===== src/rtl/voice_allocator.sv =====
// voice_allocator: polyphony controller. A note scanner visits one key per
// cycle, hands newly pressed notes to the lowest free voice and frees voices
// whose note is released. The arrow keys step a shared octave and cycle a
// shared waveform select.
// Optional feature macro: VOICE_STEAL_EN. When defined, a press that finds
// no free voice takes over the oldest voice. When undefined, the press is
// dropped and only the sticky overflow flag records it.
module voice_allocator #(
    parameter int         NUM_VOICES = 4,
    parameter logic [2:0] OCT_RESET  = 3'd4
) (
    input  logic                      clock,
    input  logic                      reset,
    input  logic [15:0]               keyboard_key,
    output logic [NUM_VOICES-1:0]     voice_enable,
    output logic [4*NUM_VOICES-1:0]   voice_note,
    output logic [NUM_VOICES-1:0]     voice_start,
    output logic [2:0]                octave,
    output logic [1:0]                wave,
    output logic                      overflow
);

    logic [3:0]            idx_reg;
    logic [11:0]           held_reg;
    logic [3:0]            arrow_q_reg;
    logic [NUM_VOICES-1:0] enable_reg;
    logic [3:0]            note_reg [NUM_VOICES];
    logic [NUM_VOICES-1:0] start_reg;
    logic [2:0]            octave_reg;
    logic [1:0]            wave_reg;
    logic                  overflow_reg;

    logic                  key_now;
    logic                  key_held;
    logic                  note_rise;
    logic                  note_fall;
    logic                  free_found;
    logic [NUM_VOICES-1:0] free_onehot;
    logic [NUM_VOICES-1:0] alloc_onehot;
    logic [NUM_VOICES-1:0] release_vec;
    logic [3:0]            arrow_rise;

    // Edge detection on the key currently under the scan pointer
    assign key_now   = keyboard_key[idx_reg];
    assign key_held  = held_reg[idx_reg];
    assign note_rise = key_now & ~key_held;
    assign note_fall = ~key_now & key_held;

    // Arrow rising edges: bit 0 Up, 1 Down, 2 Left, 3 Right
    assign arrow_rise = keyboard_key[15:12] & ~arrow_q_reg;

    // Per-voice release match and output packing
    generate
        for (genvar gi = 0; gi < NUM_VOICES; gi++) begin : g_voice
            assign release_vec[gi]         = note_fall && enable_reg[gi] && (note_reg[gi] == idx_reg);
            assign voice_note[4*gi +: 4]   = note_reg[gi];
        end
    endgenerate

    // Lowest-index voice that is currently idle
    always_comb begin
        free_found  = 1'b0;
        free_onehot = '0;
        for (int v = 0; v < NUM_VOICES; v++) begin
            if (!free_found && !enable_reg[v]) begin
                free_onehot[v] = 1'b1;
                free_found     = 1'b1;
            end
        end
    end

`ifdef VOICE_STEAL_EN
    logic [7:0]            age_reg [NUM_VOICES];
    logic [NUM_VOICES-1:0] steal_onehot;
    logic [7:0]            best_age;
    int                    best_v;

    // Oldest voice, ties resolved toward the lowest index by strict compare
    always_comb begin
        best_age     = age_reg[0];
        best_v       = 0;
        steal_onehot = '0;
        for (int v = 1; v < NUM_VOICES; v++) begin
            if (age_reg[v] > best_age) begin
                best_age = age_reg[v];
                best_v   = v;
            end
        end
        steal_onehot[best_v] = 1'b1;
    end

    // Voice chosen for a new press: a free one, else the oldest one
    always_comb begin
        alloc_onehot = '0;
        if (note_rise)
            alloc_onehot = free_found ? free_onehot : steal_onehot;
    end

    // Age counters: restart on (re)assignment, saturate while held, 0 when idle
    always_ff @(posedge clock or posedge reset) begin
        if (reset) begin
            for (int v = 0; v < NUM_VOICES; v++)
                age_reg[v] <= 8'd0;
        end else begin
            for (int v = 0; v < NUM_VOICES; v++) begin
                if (alloc_onehot[v] || release_vec[v] || !enable_reg[v])
                    age_reg[v] <= 8'd0;
                else if (age_reg[v] != 8'hFF)
                    age_reg[v] <= age_reg[v] + 8'd1;
            end
        end
    end
`else
    // Voice chosen for a new press: a free one, else nothing (press dropped)
    always_comb begin
        alloc_onehot = '0;
        if (note_rise && free_found)
            alloc_onehot = free_onehot;
    end
`endif

    // Scanner, voice table and overflow flag
    always_ff @(posedge clock or posedge reset) begin
        if (reset) begin
            idx_reg      <= 4'd0;
            held_reg     <= 12'd0;
            enable_reg   <= '0;
            start_reg    <= '0;
            overflow_reg <= 1'b0;
            for (int v = 0; v < NUM_VOICES; v++)
                note_reg[v] <= 4'd0;
        end else begin
            idx_reg           <= (idx_reg == 4'd11) ? 4'd0 : idx_reg + 4'd1;
            held_reg[idx_reg] <= key_now;
            start_reg         <= alloc_onehot;
            if (note_rise && !free_found)
                overflow_reg <= 1'b1;
            for (int v = 0; v < NUM_VOICES; v++) begin
                if (alloc_onehot[v]) begin
                    enable_reg[v] <= 1'b1;
                    note_reg[v]   <= idx_reg;
                end else if (release_vec[v]) begin
                    enable_reg[v] <= 1'b0;
                end
            end
        end
    end

    // Shared octave (saturating) and waveform (wrapping) controls
    always_ff @(posedge clock or posedge reset) begin
        if (reset) begin
            arrow_q_reg <= 4'd0;
            octave_reg  <= OCT_RESET;
            wave_reg    <= 2'd0;
        end else begin
            arrow_q_reg <= keyboard_key[15:12];
            if (arrow_rise[0] && !arrow_rise[1] && octave_reg != 3'd7)
                octave_reg <= octave_reg + 3'd1;
            else if (arrow_rise[1] && !arrow_rise[0] && octave_reg != 3'd0)
                octave_reg <= octave_reg - 3'd1;
            if (arrow_rise[3] && !arrow_rise[2])
                wave_reg <= wave_reg + 2'd1;
            else if (arrow_rise[2] && !arrow_rise[3])
                wave_reg <= wave_reg - 2'd1;
        end
    end

    assign voice_enable = enable_reg;
    assign voice_start  = start_reg;
    assign octave       = octave_reg;
    assign wave         = wave_reg;
    assign overflow     = overflow_reg;

endmodule


===== config.mk =====
export PLATFORM = sky130hd
export DESIGN_NAME = voice_allocator
export DESIGN_NICKNAME = d
export VERILOG_FILES = /design/src/rtl/voice_allocator.sv
export SDC_FILE = /design/constraint.sdc
export NUM_CORES = 1
export LEC_CHECK = 0
export CAP_MARGIN = 20
export CORE_ASPECT_RATIO = 0.6
export CORE_MARGIN = 2
export CORE_UTILIZATION = 52
export CTS_CLUSTER_SIZE = 10
export DETAILED_ROUTE_END_ITERATION = 6
export HOLD_SLACK_MARGIN = 0.15
export MAX_ROUTING_LAYER = met4
export PLACE_DENSITY = 0.79
export SETUP_SLACK_MARGIN = 0.3
export SYNTH_ARGS = -nofsm -noshare
export SYNTH_HDL_FRONTEND = slang
export SYNTH_SLANG_ARGS = --single-unit

===== constraint.sdc =====
create_clock -name clock -period 2.8 [get_ports clock]
set_clock_uncertainty 0.2 [all_clocks]
set_input_delay 0.42 -clock clock [delete_from_list [all_inputs] [get_ports clock]]
set_output_delay 0.42 -clock clock [all_outputs]
set_load 0.005 [all_outputs]

Word level (Yosys, flattened, before mapping)
Index checks and enable logic that the tools add are counted.
{"block": "word_totals", "reg_bits": 50, "elab_cells": 99, "inputBits": 18}
{"block": "op_classes", "eq_ne": 6, "muxes": 28, "order_cmp": 2, "n_reduce_logical": 37, "n_bitwise": 6, "n_addsub": 5}
{"operator": "logical AND 1 bit", "count": 20}
{"operator": "two-way mux 1 bit", "count": 18}
{"operator": "equality test 4 bit", "count": 4}
{"operator": "bitwise mux 12 bit", "count": 1}
{"operator": "nonzero test 2 bit", "count": 6}
{"operator": "zero test 1 bit", "count": 10}
{"operator": "binary-select mux 1 bit (select 4 bit)", "count": 2}
{"operator": "two-way mux 4 bit", "count": 2}
{"operator": "two-way mux 3 bit", "count": 2}
{"operator": "less-than comparator 4 x 5 -> 1 bit, second input constant", "count": 1}
{"operator": "adder 4 x 1 -> 4 bit, second input constant", "count": 1}
{"operator": "bitwise AND 4 bit", "count": 1}
{"operator": "demux 1 bit (select 4 bit)", "count": 1}
{"operator": "equality test 4 bit, second input constant", "count": 1}
{"operator": ">= comparator 4 x 1 -> 1 bit, second input constant", "count": 1}
{"operator": "two-way mux 2 bit", "count": 2}
{"operator": "inverter 4 bit", "count": 1}
{"operator": "adder 3 x 1 -> 3 bit, second input constant", "count": 1}
{"operator": "inequality test 3 bit, second input constant", "count": 1}
{"operator": "nonzero test 3 bit", "count": 1}
{"operator": "subtractor 3 x 1 -> 3 bit, second input constant", "count": 1}
{"operator": "adder 2 x 1 -> 2 bit, second input constant", "count": 1}
{"operator": "bitwise AND 1 bit", "count": 2}
{"operator": "inverter 1 bit", "count": 2}
{"operator": "subtractor 2 x 1 -> 2 bit, second input constant", "count": 1}

Depth between registers and ports, before layout
Gate-level depths: netlist (run 1).
{"block": "depth", "ltp_word": 12, "ltp_mapped": 8, "mapped_depth_nobuf": 8}

Least setup slack after synthesis (run 1)
OpenSTA, ideal clock, no wires.
{"block": "synth_timing", "path_type": "reg-to-reg", "from": "register idx_reg[1]", "to": "register note_reg (netlist bit voice_note[12])", "stages_incl_launch_ff": 8, "period_less_slack_ps": 2325, "slack_ps": 475, "path_buffers": 2, "t_required_ps": 2475, "arrival_time_ps": 2000, "path_cell_list": "dfrtp_1 -> buf_4 -> mux2i_1 -> mux4_2 -> o21ai_2 -> buf_6 -> nand4bb_4 -> mux2_2"}
{"block": "synth_between", "elab_chain_cells": 6}
{"element": "start, declared", "line": "23", "rtl": "logic [3:0] idx_reg;"}
{"element": "start signal, assigned", "line": "133", "rtl": "idx_reg <= (idx_reg == 4'd11) ? 4'd0 : idx_reg + 4'd1;"}
{"element": "binary-select mux 1 bit (select 4 bit)", "line": "45", "rtl": "assign key_held = held_reg[idx_reg];"}
{"element": "two-way mux 1 bit (implied by the code)", "line": "45"}
{"element": "inverter 1 bit", "line": "46", "rtl": "assign note_rise = key_now & ~key_held;"}
{"element": "bitwise AND 1 bit (*)", "line": "46"}
{"element": "logical AND 1 bit (*)", "line": "117", "rtl": "if (note_rise && free_found)"}
{"element": "two-way mux 4 bit (*)", "line": "117"}
{"element": "end signal, assigned by index", "line": "141", "rtl": "note_reg[v] <= idx_reg;"}
{"element": "end, declared", "line": "27", "rtl": "logic [3:0] note_reg [NUM_VOICES];"}
Every way passes the cells marked *; elsewhere a longest branch is shown, timed or not. The select of a mux whose other input is x is not followed.
A chain may end at the register's enable or synchronous reset.

Final worst setup path (run 1)
{"block": "layout_timing", "from": "input port keyboard_key[12]", "to": "register octave_reg[1], in the netlist octave[1]"}
{"block": "layout_between", "elab_chain_cells": 5}
{"element": "start, declared", "line": "14", "rtl": "input logic [15:0] keyboard_key,"}
{"element": "bitwise AND 4 bit (*)", "line": "50", "rtl": "assign arrow_rise = keyboard_key[15:12] & ~arrow_q_reg;"}
{"element": "zero test 1 bit", "line": "159", "rtl": "else if (arrow_rise[1] && !arrow_rise[0] && octave_reg != 3'd0)"}
{"element": "logical AND 1 bit (2 in series)", "line": "159"}
{"element": "nonzero test 2 bit (no line)"}
{"element": "end signal, assigned", "line": "158", "rtl": "octave_reg <= octave_reg + 3'd1;"}
{"element": "end signal, assigned", "line": "160", "rtl": "octave_reg <= octave_reg - 3'd1;"}
{"element": "end, declared", "line": "29", "rtl": "logic [2:0] octave_reg;"}
Every way passes the cells marked *; elsewhere a longest branch is shown, timed or not.

==> results of run 1 <==
cell usage after synthesis:
| cell type | n | area, µm² |
|---|---|---|
| xnor2_1 | 1 | 8.760 |
| dfrtp_1 | 49 | 1226 |
| o22ai_1 | 1 | 6.260 |
| buf_1 | 2 | 7.510 |
| fa_1 | 1 | 20.02 |
| ha_1 | 5 | 62.56 |
| dfstp_2 | 1 | 26.28 |
| a21oi_1 | 3 | 15.01 |
| nor2_1 | 11 | 41.29 |
| o22a_1 | 3 | 26.28 |
| buf_4 | 2 | 15.01 |
| nand2b_1 | 4 | 25.02 |
| clkbuf_1 | 3 | 11.26 |
| a211oi_1 | 2 | 15.01 |
| xor2_1 | 19 | 166.4 |
| nand4bb_4 | 1 | 27.53 |
| buf_6 | 2 | 22.52 |
| a22oi_1 | 1 | 7.510 |
| mux2i_1 | 4 | 40.04 |
| nand3_1 | 4 | 20.02 |
| nand2_1 | 24 | 90.09 |
| nor4b_4 | 2 | 47.55 |
| nor3_1 | 4 | 20.02 |
| a31o_2 | 1 | 8.760 |
| nor4_1 | 5 | 31.28 |
| a31oi_1 | 1 | 6.260 |
| mux4_2 | 6 | 135.1 |
| o21ai_0 | 4 | 20.02 |
| nor2b_1 | 6 | 37.54 |
| a21boi_0 | 3 | 22.52 |
| and3_1 | 2 | 12.51 |
| mux2_2 | 28 | 315.3 |
| nor3b_4 | 1 | 18.77 |
| inv_1 | 6 | 22.52 |
| o21ai_2 | 1 | 8.760 |
| a221o_1 | 1 | 10.01 |
timing repair:
item | CTS | global route
gates resized for setup | 0 | 7
buffers inserted | 0 | 1
setup endpoints to repair | 0 | 11
kinds of logic (layout without fill, tap and decap cells):
family,after synthesis,count (layout),share of synthesized area (%)
and+or+nand+nor,64,64,14.31
adders and majority gates,6,6,3.179
muxes,38,38,18.88
xor gates and xnor gates,20,20,6.744
DFF,50,50,48.22
AOI/OAI and AO/OA,21,21,5.636
buffers and inverters,15,76,3.034
how the worst max path moves through the flow:
stage,slack [ps],depth (start not counted),endpoint
2_1_floorplan,480,7,voice_note[12]
3_3_place_gp,180,8,octave[1]
3_5_place_dp,60,8,octave[1]
4_1_cts,360,6,voice_note[6]
5_1_grt,300,9,octave[1]
6_report,430,8,octave[1]
layout make-up:
| class | count | area, µm² |
|---|---|---|
| clock buffers | 6 | 82.58 |
| clock inverters | 1 | 30.03 |
| fillers | 328 | 1323 |
| inverters | 6 | 22.52 |
| multi-input cells | 149 | 1285 |
| flip-flops and latches | 50 | 1255 |
| well taps | 63 | 78.83 |
| repair buffers | 63 | 606.8 |
layout by cell type, fill, tap and decap left out, drive strengths merged, types with 3 or more instances in the layout:
master	instances
a21boi	3
nand2	24
nor3	4
mux2	28
clkdlybuf4s50	47
ha	5
mux4	6
inv	6
nor2b	6
nor2	11
a21oi	3
nor4	5
nand2b	4
nand3	4
clkbuf	6
mux2i	4
o21ai	5
xor2	19
o22a	3
dfrtp	49
buf	16
power breakdown:
part / internal (mW) / leakage [nW] / total [mW] / switching [mW]
clock: 0.286 / 0.0573 / 0.513 / 0.227
combinational: 0.576 / 0.802 / 0.877 / 0.301
sequential: 0.907 / 0.597 / 1.12 / 0.217
total: 1.77 / 1.46 / 2.51 / 0.745
per-layer routing:
layer	vias to the layer above	part of all wire, %	GRT usage [%]
li1	870	-	-
met1	911	53	36.10
met2	35	41	29.58
met3	2	5.1	5.250
met4	0	0.35	4.348
met5	-	0	-
==> run summary, run 1 <==
Post-synthesis sequential area ratio: 48.22%
RSZ-0062 raised after global routing: false
Area growth syn-to-layout: 29.38%
Die X: 95.25 µm
Max cap viols: 0
Port bufs: 47
Final Hold Viols: 0
Least-Margin Pin Slew: 524.7 ps
Max H-tree Level: 2
Clock Sinks: 50
Cell Count, Final, Fillers Out: 338
Initial antenna violation count: 0
Initial drt markers: 100
DR pass1 iterations: 4
Fin area: 3361 µm²
Top delay family on crit path: simple AND/OR/NAND/NOR gates
CP arrival: 2390 ps
Largest net degree at the start of global routing: 27
Worst hold margin: 277.6 ps
Yosys cell types: 36
Final min period: 2373 ps
Total number of vias: 1,818
Number of global-route vias before repair: 1,820
Worst-path clk slew: 90 ps
Final nets: 299
Worst setup path startpoint: keyboard_key[12]
Critical Path Source Type: primary input
Post-CTS Hold Buffers: 0
Maximum buffer depth of the clock tree: 2
Rows: 19
CP endpoint kind: flop
FF-to-FF End: voice_note[6]
Status: completed
Critical path type: primary input to flop
Synth Register Bits: 50
Slew HR: 64.97%
Total track usage: 22.75%
Share of layout cells above drive strength 1: 25.45%
Final GP Congestion: 0.8586
Pins Over Slew Limit: 0
Dpl cells: 330
Reg-to-reg startpoint: idx_reg[1]
Setup slack after layout: 427.3 ps
Slowest CP cell: fa_2
Maximum VDD drop: 0.6350 mV
Hold crit path type: primary input to asynchronous set/reset pin
Maximum clock frequency: 421.5 MHz
DR WL/cell: 15.88 µm
Clock latency on the worst-skew pair: 300 ps
Final core utilization: 71.76%
Via density: 5.379
Placed Area: 3216 µm²
Crit-path max FO: 5
Post-synth net total: 238
WP buf/inv: 1
Root Driver: clkbuf_8
HPWL Detailed: 4017 µm
Final setup fails: 0
Max reg flops: 16
Crit path required time: 2810 ps
Num CTS Buffers: 5
Final worst path period share: 84.74%
Total gr overflow: 0
Mean Syn Cell Area: 12.14 µm²
LEAKAGE: 1.456 nW
Syn Inst Count: 214
DIE HEIGHT: 58.75 µm
CTS tree: yes
Die Area: 5595 µm²
N_diodes: 0
PD cells: 748.2 nW/µm²
Post-route ant nets: 0
# DRC: 0
Pwr Total: 2.514 mW
R2r setup slk: 430 ps
First-pass GRT wire length: 9232 µm
Core area: 4683 µm²
Io pins: 48
Warnings, synthesis: 0
CP most frequent cell: nand2_1
Final wirelength: 5367 µm
Netlist Area Pre-Place: 2597 µm²
Critical-path cell list: clkdlybuf4s50_1 -> nand2b_1 -> nor2_2 -> nand2_1 -> fa_2 -> nand2_1 -> and3_1 -> nor4_2
Max incr delay on CP: 570 ps
Initial core utilization: 55.46%
Post-route setup TNS: 0 ps
Post-Place Setup Slack: 60.97 ps
R2r worst-path depth: 7
No activity file was read; power rests on OpenSTA's default activity.
==> run 2: changes to the inputs <==
Clock period 2.8 ns to 2.3 ns, I/O delays scaled along.
==> run summary, run 2 (synthesis results as in run 1) <==
Post-CTS Hold Buffers: 0 (unchanged)
Crit-path max FO: 8 (+3)
Max reg flops: 16 (unchanged)
Final Hold Viols: 0 (unchanged)
Total track usage: 26.43% (+3.7 points)
Post-route setup TNS: -2458 ps (-2458 ps)
Die X: 95.25 µm (unchanged)
Final setup fails: 31 (+31)
DR WL/cell: 19.66 µm (+24%)
R2r worst-path depth: 8 (+1)
Violated checks: setup timing
Number of global-route vias before repair: 2,133 (+17%)
HPWL Detailed: 4213 µm (+4.9%)
Clock Sinks: 50 (unchanged)
Max H-tree Level: 2 (unchanged)
Slew HR: 68.21% (+3.2 points)
# DRC: 0 (unchanged)
CP endpoint kind: flop
DIE HEIGHT: 58.75 µm (unchanged)
CP arrival: 2450 ps (+60 ps)
Setup slack after layout: -147.9 ps (-575.2 ps)
Root Driver: clkbuf_8
Share of layout cells above drive strength 1: 38.11% (+13 points)
R2r setup slk: -150 ps (-580 ps)
Max cap viols: 0 (unchanged)
Least-Margin Pin Slew: 476.2 ps (-48.54 ps)
Critical path type: flop to flop
Final nets: 330 (+10%)
Rows: 19 (unchanged)
CTS tree: yes
Largest net degree at the start of global routing: 23 (-15%)
Initial core utilization: 55.46% (unchanged)
Post-Place Setup Slack: -277.9 ps (-338.8 ps)
Num CTS Buffers: 5 (unchanged)
Final worst path period share: 106.4%
LEAKAGE: 1.713 nW (+18%)
Leading cell type in the layout, fill and taps excluded: dfrtp_1
Maximum buffer depth of the clock tree: 2 (unchanged)
Total gr overflow: 0 (unchanged)
Pins Over Slew Limit: 0 (unchanged)
Final GP Congestion: 0.8524 (-0.72%)
Initial antenna violation count: 0 (unchanged)
DR pass1 iterations: 4 (unchanged)
Final min period: 2448 ps
First-pass GRT wire length: 10,710 µm (+16%)
Via density: 5.684 (+5.7%)
Final wirelength: 7275 µm (+36%)
Io pins: 48 (unchanged)
Reg-to-reg startpoint: idx_reg[0]
Core area: 4683 µm² (unchanged)
Crit path required time: 2300 ps (-510 ps)
Area growth syn-to-layout: 46.24%
Post-route ant nets: 0 (unchanged)
Clock latency on the worst-skew pair: 310 ps (about the same)
Total number of vias: 2,103 (+16%)
Hold crit path type: primary input to asynchronous set/reset pin
RSZ-0062 raised after global routing: true
N_diodes: 0 (unchanged)
Die Area: 5595 µm² (unchanged)
Critical Path Source Type: flop
Port bufs: 47 (unchanged)
Maximum clock frequency: 408.5 MHz
Layout fillers: 258 (-21%)
Status: complete, but fails checks
Commonest non-fill, non-tap cells in the layout: dfrtp_1, clkdlybuf4s50_1, buf_4, nand2_1, xor2_1
Initial drt markers: 141 (+41%)
PD cells: 893.8 nW/µm² (+19%)
FF-to-FF End: voice_note[1]
Maximum VDD drop: 0.5057 mV (-20%)
Worst hold margin: 163.5 ps (-114.1 ps)
Worst-path clk slew: 100 ps (about the same)
[run 2: cell count changes in the layout (fill, tap and decap cells not counted), moves of 2 or more]
cell / delta
nand2_1: -3
clkdlybuf4s50_1: -3
nand3_1: -2
nand3_2: +2
nor2b_1: -2
mux2_2: -15
dlygate4sd2_1: +2
buf_6: +12
buf_4: +17
clkinvlp_4: +2
mux2_4: +15
nand2_2: +3
[run 2: repair_timing]
action / CTS / global route
setup endpoints to repair: 39 / 41
pin swaps: 11 / 10
gates cloned: 1 / 0
resized for setup: 28 / 25
buffers inserted: 12 / 7
[run 2: final cells by class]
class	instances	area, µm²	area share, %
multi-input cells	149	1416	37.29
clock buffers	5	68.82	1.812
clock inverters	3	45.04	1.186
flip-flops and latches	50	1255	33.04
repair buffers	94	912.1	24.01
well taps	63	78.83	2.075
inverters	6	22.52	0.5929
[run 2: report_power, final]
group	switching, mW	internal [mW]	total (mW)
clock	0.309	0.324	0.633
combinational	0.498	0.870	1.37
sequential	0.289	1.11	1.40
total	1.10	2.30	3.40
[run 2: worst max path at each step]
stage                                 to        startpoint  depth (start not counted)
after global routing      voice_note[11]        idx_reg[0]                          8
after CTS                  voice_note[7]        idx_reg[0]                          8
final                      voice_note[1]        idx_reg[0]                          8
after global placement     voice_note[4]  keyboard_key[13]                          7
after detailed placement   voice_note[4]  keyboard_key[13]                          7
after floorplan           voice_note[12]        idx_reg[1]                          7
[run 2: per-layer routing]
layer | up-vias | share of wire, % | global-route usage [%]
met5 | - | 0 | -
met4 | 0 | 1.4 | 6.211
met3 | 12 | 5.1 | 4.738
met2 | 70 | 50 | 42.15
met1 | 1082 | 44 | 35.74
li1 | 939 | - | -
[run 2: stage by stage]
| step | power [mW] | area (µm²) | utilization (%) | std cells |
|---|---|---|---|---|
| after floorplan | 1.901 | 2636 | - | 214 |
| after global placement | 2.463 | 3331 | 71.12 | 342 |
| after detailed placement | 2.510 | 3331 | 71.12 | 342 |
| after CTS | 3.211 | 3655 | 78.04 | 363 |
| after global routing | 3.558 | 3799 | 81.11 | 370 |
| final | 3.395 | 3799 | 81.11 | 370 |
[run 2: worst max-delay path, cell delays in order, from the launching register on]
cell     delay, ps
dfrtp_1        410
buf_6          150
mux4_2         510
a22oi_2        190
nand3_2        120
buf_6          160
nor3b_4        150
buf_6          140
mux2_4         300
==> run 3: changes to the inputs <==
Settings changed: CORE_MARGIN 2 to unset.
==> run summary, run 3 (synthesis results as in run 1) <==
Status: complete, but fails checks
Violated checks: setup timing
RSZ-0062 raised after global routing: true
Num CTS Buffers: 5 (unchanged)
HPWL Detailed: 3683 µm (-13%)
Share of layout cells above drive strength 1: 38.06% (-0.046 points)
Crit-path max FO: 8 (unchanged)
Total track usage: 24.24% (-2.2 points)
Pwr Total: 3.227 mW (-5.0%)
Hold crit path type: primary input to asynchronous set/reset pin
Worst-path clk slew: 100 ps (about the same)
Critical path type: flop to flop
# DRC: 0 (unchanged)
Post-route setup TNS: -1634 ps (+824.2 ps)
Max reg flops: 16 (unchanged)
Die Area: 5291 µm² (-5.4%)
Pins Over Slew Limit: 0 (unchanged)
Io pins: 48 (unchanged)
Crit path required time: 2300 ps (about the same)
Maximum buffer depth of the clock tree: 2 (unchanged)
Worst hold margin: 169.5 ps (+5.986 ps)
Max H-tree Level: 2 (unchanged)
Fin area: 3756 µm² (-1.1%)
Int Power: 2.190 mW (-4.8%)
Layout fillers: 281 (+8.9%)
DIE HEIGHT: 56.75 µm (-3.4%)
Switching pwr: 1.037 mW (-5.4%)
Sequential Power Share: 42.9% (+1.8 points)
Metal-1 WL: 3031 µm (-4.8%)
Slew HR: 75.76% (+7.6 points)
Final core utilization: 80.20% (-0.91 points)
Critical Path Source Type: flop
Area growth syn-to-layout: 44.60%
Rows: 19 (unchanged)
Final min period: 2444 ps (-3.902 ps)
Initial antenna violation count: 0 (unchanged)
Clock Sinks: 50 (unchanged)
Placed Area: 3351 µm² (+0.60%)
Final nets: 333 (+0.91%)
Total number of vias: 1,996 (-5.1%)
Initial core utilization: 55.46% (unchanged)
R2r worst-path depth: 8 (unchanged)
Post-route ant nets: 0 (unchanged)
R2r setup slk: -140 ps (about the same)
Sw Share: 32.13% (-0.14 points)
CP endpoint kind: flop
LEAKAGE: 1.694 nW (-1.1%)
Final GP Congestion: 0.8146 (-4.4%)
Core area: 4683 µm² (unchanged)
Cell Count, Final, Fillers Out: 373 (+0.81%)
FF-to-FF End: voice_note[11]
Post-Place Setup Slack: -279.1 ps (-1.212 ps)
Gate power share: 40.0% (-0.3 points)
Die X: 93.25 µm (-2.1%)
Largest net degree at the start of global routing: 51 (+120%)
Clock network fraction of total power: 17.1% (-1.5 points)
Area of the multi-input gates: 1388 µm² (-2.0%)
Clock latency on the worst-skew pair: 310 ps (about the same)
Reg-to-reg startpoint: idx_reg[0]
Total gr overflow: 0 (unchanged)
Initial drt markers: 84 (-40%)
Port bufs: 47 (unchanged)
Met2 wire len: 2742 µm (-24%)
Number of global-route vias before repair: 1,877 (-12%)
Max cap viols: 0 (unchanged)
Setup slack after layout: -144.0 ps (+3.902 ps)
N_diodes: 0 (unchanged)
Final wirelength: 6214 µm (-15%)
Post-CTS Hold Buffers: 0 (unchanged)
CTS tree: yes
Via density: 5.351 (-5.9%)
Metal3 WL: 319 µm (-14%)
First-pass GRT wire length: 9356 µm (-13%)
Commonest non-fill, non-tap cells in the layout: dfrtp_1, clkdlybuf4s50_1, buf_4, nand2_1, xor2_1
Maximum VDD drop: 0.5458 mV (+7.9%)
Final Hold Viols: 0 (unchanged)
Maximum clock frequency: 409.2 MHz (+0.16%)
Dpl cells: 343 (+0.29%)
Final setup fails: 23 (-26%)
Worst setup path startpoint: idx_reg[0]
CP arrival: 2440 ps (about the same)
Final worst path period share: 106.3% (-0.17 points)
Least-Margin Pin Slew: 362.9 ps (-113.3 ps)
DR WL/cell: 16.66 µm (-15%)
PD cells: 859.1 nW/µm² (-3.9%)
Reg area: 1257 µm² (+0.20%)
DR pass1 iterations: 4 (unchanged)
Root Driver: clkbuf_8
Top Metal Used: met4
-- run 3: cell type report --
class	count	share of cell area (%)
Multi-Input combinational cell	149	36.94
Sequential cell	50	33.48
Timing Repair Buffer	97	24.35
Clock buffer	6	2.199
Tap cell	63	2.099
Inverter	6	0.5996
Clock inverter	2	0.3331
-- run 3: what timing repair did --
action                                  CTS  global route
setup buffers                            13             8
pin swaps                                11             9
endpoints found under the setup margin   39            42
cloned                                    1             0
resized for setup                        31            14
-- run 3: how the worst max path moves through the flow --
stage	endpoint	slack (ps)	depth (start not counted)
after detailed placement	octave[1]	-280	9
final	voice_note[11]	-140	8
after global routing	voice_note[11]	-190	8
after floorplan	voice_note[12]	-20	7
after CTS	voice_note[7]	-90	8
after global placement	octave[1]	-250	9
-- run 3: power by group through the flow --
stage | registers [mW] | logic, mW | clock network (mW)
3_3_place_gp | 1.37 | 1.09 | 0
2_1_floorplan | 1.36 | 0.545 | 0
3_5_place_dp | 1.38 | 1.11 | 0
4_1_cts | 1.37 | 1.19 | 0.561
5_1_grt | 1.41 | 1.39 | 0.593
6_report | 1.38 | 1.29 | 0.553
-- run 3: critical path: stages (launching register included) --
cell	delay (ps)
dfrtp_2	410
buf_4	130
mux4_2	510
nand2_2	110
o21ai_4	80
buf_12	150
nor4b_4	200
buf_4	190
mux2_2	340
-- run 3: metal layers --
layer	track usage [%]	vias up
li1	-	941
met3	4.472	12
met5	-	-
met4	7.912	0
met1	34.49	985
met2	35.29	58
